`config.mk`:
```
export PLATFORM = sky130hd
export DESIGN_NAME = store_align_unit
export DESIGN_NICKNAME = d
export VERILOG_FILES = /design/src/rtl/store_align_unit.sv
export SDC_FILE = /design/constraint.sdc
export NUM_CORES = 1
export LEC_CHECK = 0
export ABC_AREA = 1
export CORE_ASPECT_RATIO = 0.9
export CORE_MARGIN = 2
export CORE_UTILIZATION = 41
export CTS_BUF_LIST = sky130_fd_sc_hd__clkbuf_4 sky130_fd_sc_hd__clkbuf_8
export DETAILED_ROUTE_END_ITERATION = 8
export PLACE_DENSITY = 0.79
export SKIP_CTS_REPAIR_TIMING = 1
export SYNTH_ARGS = -nofsm -noshare
export SYNTH_HDL_FRONTEND = slang
export SYNTH_SLANG_ARGS = --single-unit
```
`constraint.sdc`:
```
create_clock -name clk -period 1.3 [get_ports clk]
set_clock_uncertainty 0.1 [all_clocks]
set_input_delay 0.325 -clock clk [delete_from_list [all_inputs] [get_ports clk]]
set_output_delay 0.325 -clock clk [all_outputs]
set_load 0.01 [all_outputs]
```
`src/rtl/store_align_unit.sv`:
```
`default_nettype none
// +-----------------------------------------------------------------------------+
// | store_align_unit                                                            |
// | Store-path aligner: byte-lane masks and lane-aligned data for an XLEN bus,  |
// | registered behind valid/ready. MISALIGNED_SPLIT_EN enables boundary splits. |
// | Revision: 1.0                                                               |
// +-----------------------------------------------------------------------------+
module store_align_unit #(
  parameter int XLEN   = 32,
  parameter int ADDR_W = 32
) (
  input  logic              clk,
  input  logic              rst,
  input  logic              st_valid,
  output logic              st_ready,
  input  logic [ADDR_W-1:0] st_addr,
  input  logic [XLEN-1:0]   st_data,
  input  logic [2:0]        st_func3,
  output logic              bus_valid,
  input  logic              bus_ready,
  output logic [ADDR_W-1:0] bus_addr,
  output logic [XLEN/8-1:0] bus_wmask,
  output logic [XLEN-1:0]   bus_wdata,
  output logic              bus_last,
  output logic              st_err
);

  localparam int NB    = XLEN / 8;
  localparam int OFF_W = $clog2(NB);

  typedef enum logic [1:0] {
    IDLE  = 2'd0,
    BEAT0 = 2'd1,
    BEAT1 = 2'd2
  } state_t;

  state_t state, state_next;

  logic [3:0]          size;
  logic [OFF_W-1:0]    off;
  logic                illegal;
  logic                misaligned;
  logic                split;
  logic                legal;
  logic [NB-1:0]       m1;
  logic [XLEN-1:0]     dmask;
  logic [2*NB-1:0]     m2;
  logic [2*XLEN-1:0]   d2;
  logic [ADDR_W-1:0]   base;
  logic                accept;
  logic                take;
  logic                drop;

  logic                split_q;
  logic [ADDR_W-1:0]   b1_addr;
  logic [NB-1:0]       b1_mask;
  logic [XLEN-1:0]     b1_data;

  assign size    = 4'd1 << st_func3[1:0];
  assign off     = st_addr[OFF_W-1:0];
  assign illegal = st_func3[2] | (5'(size) > 5'(NB));
  assign base    = {st_addr[ADDR_W-1:OFF_W], {OFF_W{1'b0}}};

`ifdef MISALIGNED_SPLIT_EN
  assign misaligned = 1'b0;
  assign split      = (5'(off) + 5'(size)) > 5'(NB);
`else
  // Naturally aligned stores can never cross a bus word, so beat 1 is dead.
  assign misaligned = |(off & OFF_W'(size - 4'd1));
  assign split      = 1'b0;
`endif

  assign legal = !illegal && !misaligned;

  always_comb begin
    m1    = '0;
    dmask = '0;
    for (int i = 0; i < NB; i++) begin
      m1[i]           = (i < int'(size));
      dmask[8*i +: 8] = {8{m1[i]}};
    end
  end

  // Double-width shift: low half is beat 0, high half spills into beat 1.
  assign m2 = {{NB{1'b0}}, m1} << off;
  assign d2 = {{XLEN{1'b0}}, st_data & dmask} << {off, 3'b000};

  assign st_ready = (state == IDLE) || ((state == BEAT0) && !split_q && bus_ready);
  assign accept   = st_valid && st_ready;
  assign take     = accept && legal;
  assign drop     = accept && !legal;

  always_comb begin
    state_next = state;
    case (state)
      IDLE: begin
        if (take) state_next = BEAT0;
      end
      BEAT0: begin
        if (bus_ready) begin
          if (split_q)   state_next = BEAT1;
          else if (take) state_next = BEAT0;
          else           state_next = IDLE;
        end
      end
      BEAT1: begin
        if (bus_ready) state_next = IDLE;
      end
      default: state_next = IDLE;
    endcase
  end

  always_ff @(posedge clk) begin
    if (rst) state <= IDLE;
    else     state <= state_next;
  end

  always_ff @(posedge clk) begin
    if (rst) begin
      bus_valid <= 1'b0;
      bus_addr  <= '0;
      bus_wmask <= '0;
      bus_wdata <= '0;
      bus_last  <= 1'b0;
      st_err    <= 1'b0;
      split_q   <= 1'b0;
      b1_addr   <= '0;
      b1_mask   <= '0;
      b1_data   <= '0;
    end else begin
      bus_valid <= (state_next != IDLE);
      st_err    <= drop;
      if (take) begin
        bus_addr  <= base;
        bus_wmask <= m2[NB-1:0];
        bus_wdata <= d2[XLEN-1:0];
        bus_last  <= !split;
        split_q   <= split;
        b1_addr   <= base + ADDR_W'(NB);
        b1_mask   <= m2[2*NB-1:NB];
        b1_data   <= d2[2*XLEN-1:XLEN];
      end else if ((state == BEAT0) && bus_ready && split_q) begin
        bus_addr  <= b1_addr;
        bus_wmask <= b1_mask;
        bus_wdata <= b1_data;
        bus_last  <= 1'b1;
        split_q   <= 1'b0;
      end
    end
  end

endmodule
`default_nettype wire
```
* After elaboration in Yosys (flattened, before gate mapping)
Cells that the tools add are included.
** Word-level totals
- Register bits after elaboration :: 71
- Input port bits :: 71
- Output and inout bits :: 72
- Logic and storage cells :: 42
** Operators by class
- $add $sub $neg :: 1
- Magnitude comparators :: 5
- Equal/unequal tests :: 2
- Shift-type cells :: 3
- Mux-type cells :: 9
- Bitwise gates (word level) :: 3
- Reductions and logical operators :: 12
** Operator list (number)
- $mux W32 :: 2
- $and A32 B32 Y32 :: 1
- $shl A32 B5 Y32 :: 1
- $lt A1 B4 Y1 const A :: 2
- $lt A2 B4 Y1 const A :: 2
- $mux W2 :: 3
- $pmux W2 S3 :: 1
- $logic_and A1 B1 Y1 :: 5
- $gt A4 B3 Y1 const B :: 1
- $mux W4 :: 1
- $shl A1 B2 Y4 const A :: 1
- $shl A4 B2 Y4 :: 1
- $logic_not A1 Y1 :: 3
- $and A2 B2 Y2 :: 1
- $eq A2 B1 Y1 const B :: 1
- $eq A2 B2 Y1 const B :: 1
- $logic_not A2 Y1 :: 1
- $mux W1 :: 2
- $reduce_bool A2 Y1 :: 1
- $reduce_or A2 Y1 :: 1
- $sub A2 B1 Y2 const B :: 1
- $logic_or A1 B1 Y1 :: 1
- $or A1 B1 Y1 :: 1

* Depth between registers and ports, before layout
Gate-level depths: netlist of the first run.
- Depth in word-level cells :: 11
- Depth in mapped cells :: 10
- Gate-level depth less buffers :: 9

* Worst setup path after synthesis of the first run
OpenSTA, ideal clock, no wires.
- Path kind :: input port to flip-flop
- From :: input bus_ready
- To :: register bus_wmask[3]
- Arrival time :: 1.179 ns
- Required time :: 1.087 ns
- Slack :: -0.092 ns
- Cell stages on the path :: 10
- Buffers on the path :: 1
- Cell sequence :: inv_1 > nand2_2 > nand2_2 > nor2_8 > inv_2 > nor2_8 > buf_6 > nand2_1 > nand2_1 > nor2_1
** Between the ends
- Word-level cells in the longest chain between the ends :: 4
** RTL lines
- from (decl) :: line 20 : input logic bus_ready,
- $logic_and A1 B1 Y1
- $logic_or A1 B1 Y1 :: line 88 : assign st_ready = (state == IDLE) || ((state == BEAT0) && !split_q && bus_ready);
- $logic_and A1 B1 Y1 :: line 89 : assign accept = st_valid && st_ready;
- $logic_and A1 B1 Y1 :: line 90 : assign take = accept && legal;
- to (signal assigned) :: line 135 : bus_wmask <= m2[NB-1:0];
- to (signal assigned) :: line 144 : bus_wmask <= b1_mask;
- to (decl) :: line 22 : output logic [XLEN/8-1:0] bus_wmask,
No other way between the ends.
A chain may end at the register's enable or synchronous reset.

* Worst setup path in the final report of the first run
- From :: register state[0]
- To :: register bus_addr[27]
** Between the ends
- Word-level cells in the longest chain between the ends :: 5
- Elaborated cells on any way between the ends :: 6
- Those cells by class :: 1 x eq/ne; 5 x reduce/logical
** RTL lines
- from (decl) :: line 37 : state_t state, state_next;
- from (signal assigned) :: line 115 : else state <= state_next;
- $eq A2 B1 Y1 :: line 88
- $logic_and A1 B1 Y1
- $logic_or A1 B1 Y1 (*) :: line 88
- $logic_and A1 B1 Y1 (*) :: line 89
- $logic_and A1 B1 Y1 (*) :: line 90
- to (signal assigned) :: line 134 : bus_addr <= base;
- to (signal assigned) :: line 143 : bus_addr <= b1_addr;
- to (decl) :: line 21 : output logic [ADDR_W-1:0] bus_addr,
Every way passes the cells marked *; elsewhere a longest branch is shown, timed or not.

==> metrics.yaml, run 1 <==
status: "finished with violations"
failed_checks: "setup timing"
die_y_um: 93.49
io_pins: 143
core_sq_um: 8608
fin_area_sq_um: 6531
p_per_area_nw_per_um2: 905.7
cts_buffers: 9
cp_max_fo: 7
grt_pass1_wl_um: 16670
drive_above_1_share: 0.3202
cp.arrival_ns: 1.78
r2r_setup_slack_ns: -0.36
setup.worst_path.class: "flop to flop"
die_area_sq_um: 9670
yosysSeqAreaShare: 0.3896
hold_violations: 0
hold_path_end: "state[1]"
area_growth_pct: 79.01
layout.nets: 854
crit_start: "state[0]"
start_util: 0.4238
r2r_cells: 10
grt_pass1_vias: 3704
p_leak_nw: 3.682
place_area_sq_um: 5363
place.gp.congestion: 0.9143
clkTransAtPathRegs_ns: 0.08
synth.distinct_cells: 22
hold_class: "input port to flop"
yosys_warnings: 0
crit_required_ns: 1.43
diodes: 0
postLayoutSetupSlackWorst_ns: -0.3587
wl_um: 13720
antenna_left: 0
rr_startpoint: "state[0]"
syn_inst: 602
cts.htree.levels: 3
cts.sinks: 71
vias: 4418
rsz0062_at_grt: "true"
drt_iter0_markers: 199
setup_viol: 71
std_cell_rows: 32
io_buffer_count: 140
viasPerCell: 4.876
place_hpwl_um: 7831
avgRoutedWirePerCell_um: 15.14
cts_buffer_depth: 2
avgSynthCellArea_sq_um: 6.061
ir_worst_vdd_mv: 0.5092
period_minus_slack_ns: 1.659
grt-ovfl-total: 0
end_kind: "flop"
drtPass1Iterations: 5
drc_errors: 0
regToRegEndpoint: "bus_addr[27]"
fin_crit_sh: 1.276
worst_setup_path_start_kind: "flop"
max-cap-violations: 0
grt_max_degree: 39
netlist_area_sq_um: 3648
grtUsageTotal: 0.2158
min_path_cells: 2
drv_slew: 0
holdCritStartpoint: "bus_ready"
clock.fmax_mhz: 602.9
ys_ff_latch: 71
root_buffer: "clkbuf_8"
antenna_found_initial: 0
dieWidth_um: 103.4
cts_tree: "built"
clock_latency_ns: 0.33
fin_tns_setup_ns: -15.18
==> sequential cells by signal (all words and copies together) (netlist names) <==
| name | count |
|---|---|
| bus_addr | 30 |
| bus_last | 1 |
| bus_valid | 1 |
| bus_wdata | 32 |
| bus_wmask | 4 |
| st_err | 1 |
| state | 2 |
==> per-stage QoR <==
step	instances	total power, W	hold WS [ns]	worst slack (ns)	utilization
finish	906	0.005916	0.3110	-0.3587	0.7587
global route	906	0.006170	0.2958	-0.4219	0.7587
CTS	875	0.005677	0.3659	-0.8118	0.6506
detailed placement	860	0.003535	0.3531	-0.8078	0.6230
global placement	860	0.003513	0.3483	-0.7775	0.6230
floorplan	603	0.002932	0.3043	-0.04245	-
==> report_power, final <==
group          internal, W  total, W  switching [W]
combinational     0.000703   0.00145       0.000745
clock              0.00129   0.00214       0.000845
sequential         0.00228   0.00233      0.0000545
==> logic make-up (layout without fill, tap and decap cells) <==
family                 after synthesis  in the layout  synth area share
buffers and inverters              100            284            0.1255
and+or+nand+nor                    417            417            0.4650
DFF                                 71             71            0.3896
AOI/OAI and AO/OA                   13             13           0.01886
other                                1              2          0.001028
==> per-layer routing <==
| metal | global-route usage | up-vias | wire length, um | part of all wire |
|---|---|---|---|---|
| met5 | 0 | - | 0 | 0 |
| met4 | 0.06908 | 0 | 374 | 0.027 |
| met3 | 0.03513 | 38 | 895 | 0.065 |
| met2 | 0.3694 | 196 | 6884 | 0.50 |
| met1 | 0.2741 | 2031 | 5562 | 0.41 |
| li1 | - | 2153 | - | - |
==> cell usage in the layout (no fill, tap or decap), types with 3 or more instances in the layout <==
cell / netlist / routed
nor2_4: 1 / 5
inv_2: 4 / 9
nand3_2: 2 / 8
clkdlybuf4s50_1: 0 / 63
inv_1: 64 / 57
clkbuf_16: 0 / 13
nor2_2: 3 / 20
buf_4: 3 / 23
nand2_4: 0 / 24
clkbuf_2: 0 / 41
nand3_1: 41 / 26
dfxtp_2: 0 / 5
nand3_4: 0 / 9
clkbuf_8: 0 / 9
nor3_1: 8 / 8
nor2_1: 129 / 108
bufinv_16: 0 / 3
nand2_1: 227 / 164
dfxtp_1: 71 / 66
buf_12: 0 / 10
nand2_2: 3 / 42
a21oi_2: 0 / 8
dlymetal6s2s_1: 0 / 36
buf_6: 8 / 11
==> worst max-delay path by stage <==
stage / slack, ns / end / depth (start not counted)
after floorplan: -0.04 / bus_wmask[3] / 10
after global placement: -0.78 / st_ready / 6
after detailed placement: -0.81 / st_ready / 6
after CTS: -0.81 / st_ready / 6
after global routing: -0.42 / bus_addr[27] / 10
final: -0.36 / bus_addr[27] / 10
==> worst max-delay path, cell delays in order (launching register included) <==
cell,delay [ns]
dfxtp_2,0.34
nand2_4,0.08
nand2_4,0.07
nor2_8,0.15
inv_4,0.06
nor2_8,0.19
buf_12,0.18
clkbuf_16,0.17
nand2_2,0.06
nand2_1,0.07
nor2_1,0.06
==> synth_stat cells (all sizes together) <==
| cell type | n | area share |
|---|---|---|
| inv | 68 | 0.070 |
| clkbuf | 7 | 0.0072 |
| a21oi | 10 | 0.014 |
| dfxtp | 71 | 0.39 |
| nor3 | 8 | 0.011 |
| buf | 25 | 0.048 |
| o21ai | 3 | 0.0051 |
| nor2 | 135 | 0.15 |
| nand2 | 230 | 0.24 |
| nor4 | 1 | 0.0017 |
| nand3 | 43 | 0.062 |
| conb | 1 | 0.0010 |
==> cell type report <==
cell class | instances | area [sq um]
Sequential cell | 71 | 1428
Timing Repair Buffer | 201 | 2148
Multi-Input combinational cell | 432 | 2303
Clock buffer | 10 | 131.4
Fill cell | 600 | 2077
Clock inverter | 5 | 106.4
Tap cell | 119 | 148.9
Inverter | 68 | 265.3
Note: power is estimated with default switching activity, not from simulation.
==> inputs of run 2 (changes only) <==
--- a/config.mk
+++ b/config.mk
@@ -11,8 +11,7 @@
 export CORE_UTILIZATION = 41
 export CTS_BUF_LIST = sky130_fd_sc_hd__clkbuf_4 sky130_fd_sc_hd__clkbuf_8
 export DETAILED_ROUTE_END_ITERATION = 8
-export PLACE_DENSITY = 0.79
-export SKIP_CTS_REPAIR_TIMING = 1
+export PLACE_DENSITY = 0.87
 export SYNTH_ARGS = -nofsm -noshare
 export SYNTH_HDL_FRONTEND = slang
 export SYNTH_SLANG_ARGS = --single-unit
==> run 2 against run 1 <==
The run still ends with setup timing left. Hold slack improved by 0.049 ns. Total power fell by 3.4%. Utilization fell by 6.0 points. Register-to-register slack improved by 0.22 ns. Critical endpoint is now bus_wdata[19]. Combinational power fell by 8%. Setup slack improved by 0.22 ns. Sequential power barely moved.
==> metrics.yaml, run 2 (synthesis gave the netlist of run 1 again) <==
status: "finished with violations"  # unchanged
failed_checks: "setup timing"  # unchanged
layout_commonest_cell: "nand2_1"  # unchanged
viasPerCell: 4.875  # was 4.876
clock_latency_ns: 0.35  # was 0.33 ns
antenna_left: 0  # unchanged
cts_tree: "built"  # unchanged
rsz0062_at_grt: "true"  # unchanged
cts_buffer_depth: 2  # unchanged
fin_crit_sh: 1.105  # was 1.276
cts.htree.levels: 3  # unchanged
drive_above_1_share: 0.3847  # was 0.3202
std_cell_rows: 32  # unchanged
crit_required_ns: 1.44  # was 1.43 ns
io_buffer_count: 140  # unchanged
die_y_um: 93.49  # unchanged
cp_max_fo: 14  # was 7
largest_register: "bus_wdata"  # unchanged
place.gp.congestion: 0.9194  # was 0.9143
clkTransAtPathRegs_ns: 0.08  # about the same
hold_violations: 0  # unchanged
antenna_found_initial: 0  # unchanged
area_growth_pct: 64.95  # was 79.01%
place_area_sq_um: 5375  # was 5363 sq um
reg_top3: "bus_wdata: 32 flops, bus_addr: 30 flops, bus_wmask: 4 flops"  # unchanged
ir_worst_vdd_mv: 0.6567  # was 0.5092 mV
worst_setup_path_start_kind: "flop"  # unchanged
fin_area_sq_um: 6018  # was 6531 sq um
grtUsageTotal: 0.2465  # was 0.2158
clock.fmax_mhz: 696.2  # was 602.9 MHz
root_buffer: "clkbuf_8"  # unchanged
period_minus_slack_ns: 1.436  # was 1.659 ns
dpl_worst_slack_ns: -0.7962  # was -0.8078 ns
largest_reg_flops: 32  # unchanged
drt_iter0_markers: 273  # was 199
core_sq_um: 8608  # unchanged
avgRoutedWirePerCell_um: 14.37  # was 15.14 um
cp.arrival_ns: 1.58  # was 1.78 ns
place_hpwl_um: 8009  # was 7831 um
grt_pass1_wl_um: 18670  # was 16670 um
p_per_area_nw_per_um2: 949.2  # was 905.7 nW/um^2
grt_pass1_vias: 4197  # was 3704
dieWidth_um: 103.4  # unchanged
drtPass1Iterations: 4  # was 5
seq_area_sq_um: 1486  # was 1428 sq um
layout.nets: 851  # was 854
die_area_sq_um: 9670  # unchanged
setup.worst_path.class: "flop to flop"  # unchanged
cts.sinks: 71  # unchanged
final_util: 0.6991  # was 0.7587
io_pins: 143  # unchanged
fillCellCount: 693  # was 600
p_leak_nw: 3.105  # was 3.682 nW
grt-ovfl-total: 0  # unchanged
layout_common_cells: "nand2_1 (169), nor2_1 (118), clkdlybuf4s50_1 (63), buf_2 (63), inv_1 (57)"  # was nand2_1 (164), nor2_1 (108), dfxtp_1 (66), clkdlybuf4s50_1 (63), inv_1 (57)
fin_tns_setup_ns: -6.330  # was -15.18 ns
holdWs_ns: 0.3596  # was 0.3110 ns
wl_um: 12990  # was 13720 um
cts_buffers: 9  # unchanged
diodes: 0  # unchanged
max-cap-violations: 0  # unchanged
start_util: 0.4238  # unchanged
drv_slew: 0  # unchanged
setup_viol: 70  # was 71
multiInputGateArea_sq_um: 2087  # was 2303 sq um
drc_errors: 0  # unchanged
postLayoutSetupSlackWorst_ns: -0.1363  # was -0.3587 ns
hold_class: "input port to flop"  # unchanged
vias: 4407  # was 4418
grt_max_degree: 45  # was 39
end_kind: "flop"  # unchanged
## run 2: layout make-up
class                      count  share of cell area
clock inverter                 7             0.01705
tap                          119             0.02474
timing repair buffer         198              0.2998
sequential                    71              0.2470
multi-input combinational    432              0.3468
clock buffer                   9             0.02058
inverter                      68             0.04407
## run 2: worst paths after layout
check                             startpoint             to  slack (ns)  depth (start not counted)
worst min register to register  bus_wdata[2]   bus_wdata[2]        0.37                          2
worst max register to register      state[1]  bus_wdata[19]       -0.14                          8
worst min-delay path               bus_ready       state[1]        0.36                          2
worst max-delay path                state[1]  bus_wdata[19]       -0.14                          8
## run 2: worst max-delay path, cell delays in order (launching register included)
cell,delay (ns)
dfxtp_2,0.34
inv_2,0.07
nand2_4,0.07
nor2_8,0.11
buf_6,0.12
nand3_4,0.13
buf_12,0.19
nor2_1,0.13
nor2_1,0.06
## run 2: report_power, final
group          internal, W  switching, W
Clock              0.00110      0.000944
Combinational     0.000641      0.000687
Sequential         0.00229     0.0000503
## run 2: layer usage
layer / GRT usage / vias to the layer above / wire length [um]
met3: 0.07025 / 43 / 1043
met5: 0 / - / 0
met4: 0.07785 / 0 / 371
met1: 0.2718 / 2009 / 4997
met2: 0.4489 / 211 / 6580
li1: - / 2144 / -
## run 2: through the flow
stage | instances | total power, W
2_1_floorplan | 603 | 0.002932
4_1_cts | 894 | 0.005606
5_1_grt | 904 | 0.005962
6_report | 904 | 0.005713
3_5_place_dp | 865 | 0.003535
3_3_place_gp | 865 | 0.003503
## run 2: what timing repair did
action                     4_1_cts  5_1_grt
hold buffers                     0        0
resized for setup              391       78
buffers inserted                 9        6
setup endpoints to repair      140       82
pin swaps                       26       11
gates cloned                     4        5
==> inputs of run 3 (changes only) <==
--- a/config.mk
+++ b/config.mk
@@ -11,7 +11,7 @@
 export CORE_UTILIZATION = 41
 export CTS_BUF_LIST = sky130_fd_sc_hd__clkbuf_4 sky130_fd_sc_hd__clkbuf_8
 export DETAILED_ROUTE_END_ITERATION = 8
-export PLACE_DENSITY = 0.87
+export PLACE_DENSITY = 0.77
 export SYNTH_ARGS = -nofsm -noshare
 export SYNTH_HDL_FRONTEND = slang
 export SYNTH_SLANG_ARGS = --single-unit
==> run 3 against run 2 <==
The flow still finishes with violations (setup timing). Combinational power about the same. Hold slack better by 0.0054 ns. Critical path depth up 3. Total power down 2.9%. Maximum frequency down 6.0%. Routed wire length down 2.0%. Sequential share of layout area up 0.10 points. Clock-buffer cell count up 2. Largest power group unchanged.
==> metrics.yaml, run 3 (synthesis gave the netlist of run 1 again) <==
status: "finished with violations"  # unchanged
failed_checks: "setup timing"  # unchanged
cp_max_fo: 8  # was 14
place_hpwl_um: 8101  # was 8009 um
grt-busiest-layer: "met2"  # unchanged
io_buffer_count: 140  # unchanged
clock_latency_ns: 0.34  # was 0.35 ns
postLayoutSetupSlackWorst_ns: -0.2282  # was -0.1363 ns
hold_violations: 0  # unchanged
p_per_area_nw_per_um2: 927.6  # was 949.2 nW/um^2
drc_errors: 0  # unchanged
crit_required_ns: 1.47  # was 1.44 ns
core_sq_um: 8608  # unchanged
cts_buffer_depth: 2  # unchanged
clock.fmax_mhz: 654.4  # was 696.2 MHz
vias: 4230  # was 4407
area_growth_pct: 63.85  # was 64.95%
antenna_found_initial: 1  # was 0
layout_common_cells: "nand2_1 (168), nor2_1 (119), buf_2 (68), clkdlybuf4s50_1 (63), inv_1 (58)"  # was nand2_1 (169), nor2_1 (118), clkdlybuf4s50_1 (63), buf_2 (63), inv_1 (57)
root_buffer: "clkbuf_8"  # unchanged
end_kind: "flop"  # unchanged
total_power_w: 0.005546  # was 0.005713 W
largest_register: "bus_wdata"  # unchanged
cts_buffers: 9  # unchanged
hold_class: "flop to flop"  # was input port to flop
setup_viol: 70  # unchanged
final_util: 0.6945  # was 0.6991
hold_buffers: 0  # unchanged
cts.htree.levels: 3  # unchanged
dpl_worst_slack_ns: -0.8085  # was -0.7962 ns
clkTransAtPathRegs_ns: 0.08  # about the same
drtPass1Iterations: 4  # unchanged
cts_tree: "built"  # unchanged
met2_usage: 0.4231  # was 0.4489
fin_tns_setup_ns: -9.931  # was -6.330 ns
drv_slew: 0  # unchanged
layout_commonest_cell: "nand2_1"  # unchanged
period_minus_slack_ns: 1.528  # was 1.436 ns
worst_setup_path_start_kind: "input port"  # was flop
met1_usage: 0.2974  # was 0.2718
grt_pass1_vias: 4019  # was 4197
antenna_left: 0  # unchanged
std_cell_rows: 32  # unchanged
avgRoutedWirePerCell_um: 14.14  # was 14.37 um
viasPerCell: 4.700  # was 4.875
holdWs_ns: 0.3650  # was 0.3596 ns
fin_crit_sh: 1.176  # was 1.105
wl_um: 12730  # was 12990 um
layout.nets: 846  # was 851
setup.worst_path.class: "input port to flop"  # was flop to flop
grt_max_degree: 35  # was 45
largest_reg_flops: 32  # unchanged
start_util: 0.4238  # unchanged
grt_pass1_wl_um: 18640  # was 18670 um
die_area_sq_um: 9670  # unchanged
ir_worst_vdd_mv: 0.5326  # was 0.6567 mV
gr-usage-met3: 0.06726  # was 0.07025
drt_iter0_markers: 148  # was 273
drive_above_1_share: 0.3564  # was 0.3847
max-cap-violations: 0  # unchanged
rsz0062_at_grt: "true"  # unchanged
dieWidth_um: 103.4  # unchanged
grtUsageTotal: 0.2449  # was 0.2465
reg_top3: "bus_wdata: 32 flops, bus_addr: 30 flops, bus_wmask: 4 flops"  # unchanged
place.gp.congestion: 0.8835  # was 0.9194
cp.arrival_ns: 1.70  # was 1.58 ns
cts.sinks: 71  # unchanged
die_y_um: 93.49  # unchanged
grt-ovfl-total: 0  # unchanged
io_pins: 143  # unchanged
p_leak_nw: 3.207  # was 3.105 nW
==> run 3: cell count changes in the layout (fill, tap and decap cells not counted), sizes merged <==
cell / before / now
clkdlybuf4s15: 1 / 0
diode: 0 / 1
bufinv: 2 / 1
buf: 125 / 113
inv: 70 / 69
dlygate4sd2: 4 / 6
bufbuf: 0 / 3
clkbuf: 14 / 18
dlymetal6s2s: 0 / 1
==> run 3: repair_timing <==
item	in CTS	in global routing
pin swaps	5	19
gates cloned	6	7
buffers inserted	5	1
endpoints found under the setup margin	140	76
gates resized for setup	347	94
==> run 3: report_power, final <==
| group | internal (W) | leakage, nW | switching, W |
|---|---|---|---|
| clock network | 0.000979 | 0.104 | 0.000932 |
| logic | 0.000624 | 2.50 | 0.000673 |
| registers | 0.00229 | 0.600 | 0.0000504 |
==> run 3: area by class of cell <==
cell class              instances  area [sq um]
flip-flops and latches         71          1483
clock buffers                  11         145.1
inverters                      68         265.3
repair buffers                193          1782
fillers                       724          2630
clock inverters                 5         63.81
multi-input cells             432          2088
diodes                          1         2.502
well taps                     119         148.9
==> run 3: worst max-delay path, stage by stage <==
cell and delay [ns]:
dlygate4sd2_1 0.34, inv_8 0.04, nand2_4 0.07, nand2_4 0.07, nor2_8 0.11, inv_4 0.06, nor2_8 0.13, clkbuf_16 0.20
clkbuf_16 0.15, nor2_1 0.05, nor2_1 0.15
==> run 3: final timing paths <==
kind | endpoint | slack [ns] | start | cells after the start
worst max-delay path | bus_addr[11] | -0.23 | bus_ready | 11
worst min-delay path | bus_wmask[0] | 0.37 | bus_wmask[0] | 2
worst max register to register | bus_addr[11] | -0.22 | state[0] | 9
worst min register to register | bus_wmask[0] | 0.37 | bus_wmask[0] | 2
==> run 3: layer usage <==
layer / vias to the layer above / routed length, um
met5: - / 0
met4: 0 / 269
met3: 27 / 1002
met2: 169 / 6142
met1: 1902 / 5314
li1: 2132 / -
==> run 3: metrics by stage <==
stage / std cells / area, sq um
final: 900 / 5978
after floorplan: 603 / 3692
after detailed placement: 864 / 5355
after CTS: 891 / 5509
after global routing: 899 / 5976
after global placement: 864 / 5355
